File: src/rtl/uart_stream_tx.sv
// rtl/uart_stream_tx.sv - FIFO-draining 8N1 UART transmitter (even parity bit when UART_TX_PARITY_EN is defined)
module uart_stream_tx #(
    parameter int CLKS_PER_BIT = 217,
    parameter int FIFO_DEPTH   = 4
) (
    input  logic       i_Clk,
    input  logic       i_Rst,
    input  logic [7:0] i_Byte,
    input  logic [2:0] i_Free_Space,
    output logic       o_Shift_Now,
    output logic       o_Tx_Serial,
    output logic       o_Tx_Active,
    output logic       o_Tx_Done
);

    localparam int              CW       = (CLKS_PER_BIT > 1) ? $clog2(CLKS_PER_BIT) : 1;
    localparam logic [CW-1:0]   CNT_LAST = CW'(CLKS_PER_BIT - 1);
    localparam logic [2:0]      DEPTH    = 3'(FIFO_DEPTH);

    typedef enum logic [2:0] {
        IDLE,
        START,
        DATA,
`ifdef UART_TX_PARITY_EN
        PARITY,
`endif
        STOP,
        CLEANUP
    } state_t;

    state_t          state;
    logic [CW-1:0]   baud_cnt;
    logic [2:0]      bit_idx;
    logic [7:0]      shreg;

    always_ff @(posedge i_Clk) begin
        if (i_Rst) begin
            state       <= IDLE;
            baud_cnt    <= '0;
            bit_idx     <= '0;
            shreg       <= '0;
            o_Shift_Now <= 1'b0;
            o_Tx_Serial <= 1'b1;
            o_Tx_Active <= 1'b0;
            o_Tx_Done   <= 1'b0;
        end else begin
            case (state)
                IDLE: begin
                    o_Tx_Serial <= 1'b1;
                    o_Tx_Done   <= 1'b0;
                    o_Shift_Now <= 1'b0;
                    baud_cnt    <= '0;
                    bit_idx     <= '0;
                    // Free counts above the depth are nonsense and read as empty.
                    if (i_Free_Space < DEPTH) begin
                        shreg       <= i_Byte;
                        o_Shift_Now <= 1'b1;
                        o_Tx_Active <= 1'b1;
                        o_Tx_Serial <= 1'b0;
                        state       <= START;
                    end
                end
                START: begin
                    o_Shift_Now <= 1'b0;
                    if (baud_cnt == CNT_LAST) begin
                        baud_cnt    <= '0;
                        o_Tx_Serial <= shreg[0];
                        state       <= DATA;
                    end else begin
                        baud_cnt <= baud_cnt + 1'b1;
                    end
                end
                DATA: begin
                    if (baud_cnt == CNT_LAST) begin
                        baud_cnt <= '0;
                        bit_idx  <= bit_idx + 3'd1;
                        if (bit_idx == 3'd7) begin
`ifdef UART_TX_PARITY_EN
                            o_Tx_Serial <= ^shreg;
                            state       <= PARITY;
`else
                            o_Tx_Serial <= 1'b1;
                            state       <= STOP;
`endif
                        end else begin
                            o_Tx_Serial <= shreg[bit_idx + 3'd1];
                        end
                    end else begin
                        baud_cnt <= baud_cnt + 1'b1;
                    end
                end
`ifdef UART_TX_PARITY_EN
                PARITY: begin
                    if (baud_cnt == CNT_LAST) begin
                        baud_cnt    <= '0;
                        o_Tx_Serial <= 1'b1;
                        state       <= STOP;
                    end else begin
                        baud_cnt <= baud_cnt + 1'b1;
                    end
                end
`endif
                STOP: begin
                    if (baud_cnt == CNT_LAST) begin
                        baud_cnt    <= '0;
                        o_Tx_Active <= 1'b0;
                        o_Tx_Done   <= 1'b1;
                        state       <= CLEANUP;
                    end else begin
                        baud_cnt <= baud_cnt + 1'b1;
                    end
                end
                CLEANUP: begin
                    o_Tx_Done <= 1'b0;
                    state     <= IDLE;
                end
                default: begin
                    o_Tx_Serial <= 1'b1;
                    o_Tx_Active <= 1'b0;
                    o_Tx_Done   <= 1'b0;
                    o_Shift_Now <= 1'b0;
                    baud_cnt    <= '0;
                    state       <= IDLE;
                end
            endcase
        end
    end

endmodule
File: config.mk
export PLATFORM = sky130hd
export DESIGN_NAME = uart_stream_tx
export DESIGN_NICKNAME = d
export VERILOG_FILES = /design/src/rtl/uart_stream_tx.sv
export SDC_FILE = /design/constraint.sdc
export NUM_CORES = 1
export LEC_CHECK = 0
export ABC_AREA = 1
export BUFFER_PORTS_ARGS = -buffer_cell sky130_fd_sc_hd__buf_2
export CAP_MARGIN = 20
export CORE_ASPECT_RATIO = 0.6
export CORE_MARGIN = 2
export CORE_UTILIZATION = 45
export CTS_CLUSTER_SIZE = 24
export DETAILED_ROUTE_END_ITERATION = 16
export SYNTH_ARGS = -nofsm -noshare
export SYNTH_HDL_FRONTEND = slang
export SYNTH_SLANG_ARGS = --single-unit
File: constraint.sdc
create_clock -name i_Clk -period 1.9 [get_ports i_Clk]
set_input_delay 0.095 -clock i_Clk [delete_from_list [all_inputs] [get_ports i_Clk]]
set_output_delay 0.095 -clock i_Clk [all_outputs]
set_load 0.03 [all_outputs]
==> metrics.md <==
| Metric | Value |
|---|---|
| Outcome | `complete, no violations` |
| Clock Power Share | `19.8%` |
| Core Area | `2870 um^2` |
| CP Capture Type | `register` |
| Largest net degree at the start of global routing | `17` |
| Seq/Total Area, Yosys | `38.1%` |
| Antenna violations before repair | `0` |
| Initial DRC count | `73` |
| Syn avg cell area | `7.30 um^2` |
| DRT antenna net count | `0` |
| Clock slew at reported path FFs | `0.09 ns` |
| Post-CTS Setup Inserts | `0` |
| WL final | `2770 um` |
| Flop2flop setup slack | `0.33 ns` |
| Layout Area Growth over Synthesis | `11.6%` |
| Clock Path Buffers | `2` |
| Required @ worst endpoint | `2.07 ns` |
| Total number of vias | `1192` |
| Slowest cell on crit path | `dfxtp_1` |
| Final min period | `1.57 ns` |
| Internal power | `1.07 mW` |
| Filler cell count | `289` |
| Post-synth cell types | `26` |
| Worst IR Drop VDD | `0.000649 V` |
| Nets | `220` |
| Maxcap violations | `0` |
| Worst hold path class | `input pin to register` |
| Total power | `1.83 mW` |
| Final Cell Area | `1520 um^2` |
| Cell chain of the critical path | `ha_1, ha_1, inv_1, nand3_1, nand3b_1, nand3_1, nand2_1, nand2_1, nand2_1, nand2_1` |
| Synth top area share | `38.1%` |
| Kind of critical path | `register to register` |
| Total power divided by cell area | `1200 nW/um^2` |
| Routed met2 length | `1140 um` |
| Total die area | `3500 um^2` |
| WP data arrival | `1.74 ns` |
| Avg WL per Cell | `11.4 um` |
| Crit path launch type | `register` |
| Combinational Power Share | `41.8%` |
| Count of final setup violators | `0` |
| # hold bufs at CTS | `0` |
| Vias/cell | `4.89` |
| ANT cells | `0` |
| Total congestion overflow | `0` |
| Num rows | `15` |
| Synth area leader | `dfxtp_1` |
| Clk_lat worst skew | `0.27 ns` |
| Post-synthesis cell area | `1370 um^2` |
| PortBufs | `14` |
| Critical Path Max Stage Delay | `0.38 ns` |
| Post-cts resize count | `0` |
| Post-Syn Instances | `187` |
| Most common cell on crit path | `nand2_1` |
| Htree depth | `1` |
| Switch share | `41.7%` |
| Period utilization | `82.7%` |
| Flops & latches, synth | `26` |
| Vias in the first global route | `1098` |
| Final hold vios | `0` |
| RePlAce Congestion | `0.900` |
| CTS Root Cell | `clkbuf_8` |
| Drt pass-1 iters | `4` |
| WL met3 | `114 um` |
| Top Metal Used | `met4` |
| Setup WS post-layout | `0.329 ns` |
| Leakage Power | `0.671 nW` |
| Clock Skew | `0.00553 ns` |
| Post-route setup TNS | `0 ns` |
| CTS tree | `done` |
| Critical path fanouts, max | `7` |
| GRT Resource Usage Total | `19.2%` |
| Worst slew pin tran | `0.500 ns` |
| Chip Width | `75.1 um` |
| Initial Utilization | `47.5%` |
| Post-Route M1 WL | `1500 um` |
| Worst slew margin | `66.6%` |
| Post-Syn Nets | `204` |
| Total clock sinks | `26` |
| Yosys warnings | `0` |
| Place WS | `0.351 ns` |
| Top cells by area, synth | `dfxtp_1 38%, nand2_1 11%, a21oi_1 7.0%, nand3_1 6.6%, inv_1 5.8%` |
| I/O pins | `17` |
| First-pass GRT wire length | `5000 um` |
| Max Slew Vio Count | `0` |
| DR DRC count | `0` |
| DP Area | `1470 um^2` |
| Fmax | `637 MHz` |
| Cts bufs inserted | `3` |
| Dpl hpwl | `2170 um` |
| Sequential power share | `38.4%` |
| Chip Height | `46.7 um` |
| Net Sw Power | `763 uW` |
| Share of layout cells above drive strength 1 | `19.8%` |
| RSZ-0062 raised after global routing | `false` |
[cells in the final DEF (no fill, tap or decap)]
cell type and n:
nand4_1 1, clkinv_2 1, a21oi_4 1, nand3b_1 2, ha_1 4, inv_2 2, clkbuf_8 4, buf_2 14
a21oi_1 19, xnor2_1 1, nor3_1 5, nor2_2 4, nor2_1 17, nand2_4 1, nand2_2 6, dfxtp_1 26
xor2_1 1, nand2_1 41, nor3b_2 1, nor2_4 2, o211a_1 1, a21oi_2 1, nand3_1 18, nor3_4 3
inv_1 21, o21ai_0 5
[per-stage QoR]
step	utilization (%)	hold WS, ns	instances
2_1_floorplan	-	0.259	187
3_3_place_gp	51.2	0.365	240
3_5_place_dp	51.2	0.370	240
5_1_grt	53.1	0.0767	244
6_report	53.1	0.0803	244
4_1_cts	53.1	0.0712	244
[Yosys cell counts]
master and instances:
nand2_1 41, dfxtp_1 26, inv_1 21, a21oi_1 19, nand3_1 18, nor2_1 17
nand2_2 6, nor3_1 5, o21ai_0 5, ha_1 4, nor2_2 4, nor3_4 3
clkbuf_1 2, inv_2 2, nand3b_1 2, nor2_4 2, a21oi_2 1, a21oi_4 1
buf_6 1, clkinv_2 1, nand2_4 1, nand4_1 1, nor3b_2 1, o211a_1 1
xnor2_1 1, xor2_1 1
[cells by family (layout without fill, tap and decap cells)]
family          Yosys count  in the layout  share of synthesized area (%)
xor+xnor                  2              2                           1.28
flops                    26             26                           38.1
fa+ha+maj                 4              4                           3.67
simple gates            101            101                           37.5
buf+inv                  27             42                           8.07
compound gates           27             27                           11.4
[power groups by stage]
stage	clock [mW]	sequential [mW]	combinational (mW)
2_1_floorplan	0	0.738	0.566
3_3_place_gp	0	0.715	0.742
3_5_place_dp	0	0.715	0.757
4_1_cts	0.373	0.703	0.761
5_1_grt	0.399	0.712	0.873
6_report	0.362	0.702	0.764
[state kept, by name, indices dropped and copies added, names as in the netlist]
| name | cells |
|---|---|
| o_Tx_Done | 1 |
| o_Tx_Active | 1 |
| bit_idx | 3 |
| state | 3 |
| shreg | 8 |
| o_Tx_Serial | 1 |
| o_Shift_Now | 1 |
| baud_cnt | 8 |
[layout make-up]
cell class	instances	area, um^2	area share [%]
flip-flops and latches	26	520	34.2
inverters	24	91.3	5.99
multi-input cells	134	734	48.2
well taps	42	52.6	3.45
clock buffers	4	55.1	3.61
repair buffers	14	70.1	4.60
[per-layer routing]
layer	vias to the layer above	track usage (%)
met5	-	0
met4	0	5.71
met3	4	5.69
met2	20	26.7
met1	536	28.3
li1	632	-
[critical path: cells and delay by family, from the launching register on]
family,cells,cell delay (ns)
buf+inv,1,0.09
simple gates,7,0.45
fa+ha+maj,2,0.55
flops,1,0.38
[final timing paths]
| path | cells past startpoint | to | from |
|---|---|---|---|
| setup / recovery | 10 | o_Tx_Serial$_SDFFE_PP1P_ | bit_idx[0]$_SDFFE_PP0P_ |
| hold / removal | 3 | shreg[7]$_SDFFE_PP0P_ | i_Byte[7] |
| setup reg to reg | 10 | o_Tx_Serial$_SDFFE_PP1P_ | bit_idx[0]$_SDFFE_PP0P_ |
| hold reg to reg | 2 | shreg[7]$_SDFFE_PP0P_ | shreg[7]$_SDFFE_PP0P_ |
Note: power is estimated with default switching activity, not from simulation.
